## src/rtl/iop_mem_arb.sv

```systemverilog
// Two-master arbiter in front of a single 16-bit memory slave: one outstanding transaction at a time.
// Define IOP_ARB_TIMEOUT_EN to abort BUSY after TIMEOUT cycles without s_ack (err pulses with ok).
module iop_mem_arb #(
  parameter int AW        = 16,
  parameter int DW        = 16,
  parameter int PRIO_MODE = 0,
  parameter int TIMEOUT   = 255
) (
  input  logic          clk,
  input  logic          rst,
  input  logic          m0_read,
  input  logic          m0_write,
  input  logic [AW-1:0] m0_addr,
  input  logic [DW-1:0] m0_wdata,
  output logic          m0_ok,
  output logic [DW-1:0] m0_rdata,
  input  logic          m1_read,
  input  logic          m1_write,
  input  logic [AW-1:0] m1_addr,
  input  logic [DW-1:0] m1_wdata,
  output logic          m1_ok,
  output logic [DW-1:0] m1_rdata,
  output logic          s_req,
  output logic          s_we,
  output logic [AW-1:0] s_addr,
  output logic [DW-1:0] s_wdata,
  input  logic          s_ack,
  input  logic [DW-1:0] s_rdata,
  output logic          owner,
  output logic          busy,
  output logic          err
);

  typedef enum logic [1:0] {IDLE, BUSY, RESP} state_t;

  state_t state, state_nxt;
  logic   m0_req, m1_req, winner, last_grant, timeout;

  assign m0_req = m0_read | m0_write;
  assign m1_req = m1_read | m1_write;
  assign busy   = (state != IDLE);

  // last_grant resets to 1 so that M0 wins the first round-robin tie
  always_comb begin
    winner = 1'b0;
    if (PRIO_MODE == 1)
      winner = !m0_req;
    else if (m0_req && m1_req)
      winner = !last_grant;
    else
      winner = !m0_req;
  end

`ifdef IOP_ARB_TIMEOUT_EN
  localparam int CW = $clog2(TIMEOUT + 1);
  logic [CW-1:0] busy_cnt;

  // counter holds zero outside BUSY, so it is clear on every entry to BUSY
  always_ff @(posedge clk) begin
    if (rst || state != BUSY)
      busy_cnt <= '0;
    else
      busy_cnt <= busy_cnt + 1'b1;
  end

  assign timeout = (state == BUSY) && (busy_cnt == CW'(TIMEOUT - 1)) && !s_ack;
`else
  assign timeout = 1'b0;
`endif

  always_ff @(posedge clk) begin
    if (rst)
      state <= IDLE;
    else
      state <= state_nxt;
  end

  always_comb begin
    state_nxt = state;
    case (state)
      IDLE:    if (m0_req || m1_req) state_nxt = BUSY;
      BUSY:    if (s_ack || timeout) state_nxt = RESP;
      RESP:    state_nxt = IDLE;
      default: state_nxt = IDLE;
    endcase
  end

  always_ff @(posedge clk) begin
    if (rst) begin
      s_req      <= 1'b0;
      s_we       <= 1'b0;
      s_addr     <= '0;
      s_wdata    <= '0;
      owner      <= 1'b0;
      last_grant <= 1'b1;
      m0_ok      <= 1'b0;
      m1_ok      <= 1'b0;
      m0_rdata   <= '0;
      m1_rdata   <= '0;
      err        <= 1'b0;
    end else begin
      m0_ok <= 1'b0;
      m1_ok <= 1'b0;
      err   <= 1'b0;
      case (state)
        IDLE: begin
          if (m0_req || m1_req) begin
            owner   <= winner;
            s_req   <= 1'b1;
            s_we    <= winner ? m1_write : m0_write;
            s_addr  <= winner ? m1_addr  : m0_addr;
            s_wdata <= winner ? m1_wdata : m0_wdata;
          end
        end
        // an ack arriving together with the timeout is treated as a normal completion
        BUSY: begin
          if (s_ack || timeout) begin
            s_req <= 1'b0;
            if (owner)
              m1_rdata <= s_ack ? s_rdata : '1;
            else
              m0_rdata <= s_ack ? s_rdata : '1;
            m0_ok <= !owner;
            m1_ok <= owner;
            err   <= !s_ack;
          end
        end
        RESP:    last_grant <= owner;
        default: ;
      endcase
    end
  end

endmodule

```

## config.mk

```make
export PLATFORM = sky130hd
export DESIGN_NAME = iop_mem_arb
export DESIGN_NICKNAME = d
export VERILOG_FILES = /design/src/rtl/iop_mem_arb.sv
export SDC_FILE = /design/constraint.sdc
export NUM_CORES = 1
export LEC_CHECK = 0
export BUFFER_PORTS_ARGS = -buffer_cell sky130_fd_sc_hd__buf_4
export CAP_MARGIN = 0
export CORE_ASPECT_RATIO = 0.8
export CORE_MARGIN = 3
export CORE_UTILIZATION = 30
export CTS_BUF_LIST = sky130_fd_sc_hd__clkbuf_8
export DETAILED_ROUTE_END_ITERATION = 10
export SYNTH_ARGS = -nofsm -noshare
export SYNTH_HDL_FRONTEND = slang
export SYNTH_SLANG_ARGS = --single-unit
```

## constraint.sdc

```tcl
create_clock -name clk -period 2.44 [get_ports clk]
set_input_delay 0.366 -clock clk [delete_from_list [all_inputs] [get_ports clk]]
set_output_delay 0.366 -clock clk [all_outputs]
set_load 0.02 [all_outputs]
```

==> impl_metrics.env <==
export IMPL_post_dp_cell_area_um2=4550
export IMPL_areaGrowthSynthToFinish_pct=44.0
export IMPL_nets=589
export IMPL_drt_total_wl_um=10400
export IMPL_rr_startpoint="state[0]"
export IMPL_skew_ps=9.25
export IMPL_syn_inst=368
export IMPL_hold_violations=0
export IMPL_post_cts_buffers=0
export IMPL_hpwl_um=7290
export IMPL_synth_cell_type_count=26
export IMPL_num_vias=3240
export IMPL_clk_pin_slew_ps=80
export IMPL_synth_warnings=0
export IMPL_worstMarginPinSlew_ps=992
export IMPL_rows=33
export IMPL_routedWlPerCell_um=16.1
export IMPL_drive_gt1_frac=0.419
export IMPL_dieArea_um2=12200
export IMPL_synth_seq_cells=73
export IMPL_p_sw_uw=881
export IMPL_remaining_drc_errors=0
export IMPL_clk_latency_ps=340
export IMPL_vdd_drop_max_mv=0.202
export IMPL_antennaDiodeCount=0
export IMPL_yosysTopAreaCell="dfxtp_1"
export IMPL_slew_violations=0
export IMPL_setup_viol=0
export IMPL_grt_busiest_layer="met2"
export IMPL_power_frac_clock=0.273
export IMPL_netlist_area_um2=3260
export IMPL_synth_edf_count=0
export IMPL_r2r_setup_slack_ps=640
export IMPL_setup_tns_ps=0
export IMPL_combPwrFrac=0.261
export IMPL_ctsHoldBuffers=0
export IMPL_start_util=0.312
export IMPL_postLayoutCellArea_um2=4700
export IMPL_ctsHtreeMaxLevel=3
export IMPL_numCtsBuffers=9
export IMPL_pwr_share_seq=0.466
export IMPL_root_buffer="clkbuf_8"
export IMPL_grt_overflow=0
export IMPL_grt_setup_unrepaired="false"
export IMPL_die_y_um=99.3
export IMPL_cap_violations=0
export IMPL_status="finished clean"
export IMPL_cts_tree="yes"
export IMPL_grt_max_degree=52
export IMPL_grt_util_all_layers=0.166
export IMPL_slew_headroom=0.339
export IMPL_viasPerCell=5.03
export IMPL_core_um2=10400
export IMPL_async_flop_share=0
export IMPL_p_int_uw=2000
export IMPL_syn_avg_cell_area_um2=8.87
export IMPL_grt_pass1_wl_um=16100
export IMPL_worstHoldPathType="in -> reg"
export IMPL_crit_path_end_kind="output port"
export IMPL_synth_top_cell_area_share=0.448
export IMPL_io_pins=158
export IMPL_dr_first_iter_drc_count=139
export IMPL_ys_seq_area_frac=0.448
export IMPL_yosys_most_used_dff="dfxtp_1"
export IMPL_post_cts_resize_count=0
export IMPL_dieWidth_um=123
export IMPL_swShare=0.306
export IMPL_drtAntennaViolNets=0
export IMPL_antenna_found_initial=0
export IMPL_clock_path_buffers=2
export IMPL_hp_start="s_rdata[6]"
export IMPL_drt_pass1_iterations=4
export IMPL_gp_congestion=0.731
export IMPL_period_share=0.794
export IMPL_port_buffers=157
export IMPL_cp_start_kind="register"
export IMPL_synth_area_leaders="dfxtp_1 (45%), a311oi_2 (14%), a21oi_1 (10%)"
export IMPL_p_leak_uw=0.00190
export IMPL_use_met2=0.291
export IMPL_syn_nets=455
export IMPL_crit_type="reg -> out"
export IMPL_hold_end="m1_rdata[6]"
export IMPL_critPathMaxFanout=36
export IMPL_synth_common_cells="dfxtp_1 (73), a21oi_1 (68), nand2_1 (67), clkbuf_1 (35)"
export IMPL_hold_depth=3
export IMPL_grt_util_met3=0.0387
export IMPL_crit_required_ps=2070
export IMPL_use_met1=0.203
export IMPL_cts_sinks=73
export IMPL_clock_fmax_mhz=516
export IMPL_grt_pass1_vias=3149
export IMPL_rr_worst_depth=3
export IMPL_arrival_ps=1570
export IMPL_synth_most_common_cell="dfxtp_1"
export IMPL_cellPowerDensity_nw_per_um2=614
export IMPL_fin_crit_ps=1940
export IMPL_r2r_end="s_addr[5]"
worst max-delay path by stage:
stage | start | endpoint | cells past startpoint
detailed placement | m1_write | s_addr[14] | 4
finish | state[0] | busy | 4
global route | state[0] | busy | 4
global placement | m1_write | s_addr[14] | 4
CTS | state[0] | busy | 4
floorplan | m1_write | s_addr[0] | 6
metal layers:
metal	vias to the layer above	share of wire
li1	1594	-
met1	1545	0.43
met2	93	0.51
met3	8	0.051
met4	0	0.010
met5	-	0
power groups by stage:
stage               combinational, uW  sequential (uW)  clock, uW
CTS                               758             1350        822
detailed placement                758             1370          0
floorplan                         331             1470          0
global route                      806             1360        865
finish                            752             1340        788
global placement                  745             1370          0
through the flow:
| stage | hold WS, ps | setup slack [ps] | power [uW] | cells | util |
|---|---|---|---|---|---|
| detailed placement | 448 | 379 | 2130 | 631 | 0.435 |
| global route | 256 | 400 | 3030 | 644 | 0.450 |
| global placement | 443 | 445 | 2110 | 631 | 0.435 |
| finish | 276 | 502 | 2880 | 644 | 0.450 |
| CTS | 247 | 489 | 2930 | 644 | 0.450 |
| floorplan | 502 | 731 | 1800 | 368 | - |
cell families after synthesis:
logic type | share of synthesized area
other | 0.00115
flip-flops | 0.448
AND/OR/NAND/NOR | 0.185
AO/OA/AOI/OAI | 0.309
buffers and inverters | 0.0567
registers in the layout (all words and copies together) (netlist names):
name        flops
s_we            1
m1_ok           1
m0_ok           1
s_wdata        16
err             1
s_req           1
last_grant      1
state           2
m1_rdata       16
owner           1
m0_rdata       16
s_addr         16
area by class of cell:
| cell class | count | area, um^2 |
|---|---|---|
| multi-input combinational | 254 | 1650 |
| timing repair buffer | 163 | 1260 |
| tap | 140 | 175 |
| clock buffer | 10 | 138 |
| sequential | 73 | 1460 |
| fill | 1047 | 5750 |
| clock inverter | 3 | 12.5 |
| inverter | 1 | 3.75 |
cell usage in the layout (no fill, tap or decap), types with 2 or more instances in the layout:
cell,count
buf_12,3
buf_4,160
a311oi_1,3
dfxtp_1,73
o21ai_0,33
nand3b_1,33
nand2_1,67
inv_1,3
nor2_1,3
clkbuf_8,10
a311oi_2,30
a21oi_1,68
nor2b_1,2
critical path, cell delays in order (launching register included):
cell and delay [ps]:
dfxtp_1 390, nor2_2 170, buf_4 390, inv_1 100
buf_4 170
No activity file was read; power rests on OpenSTA's default activity.
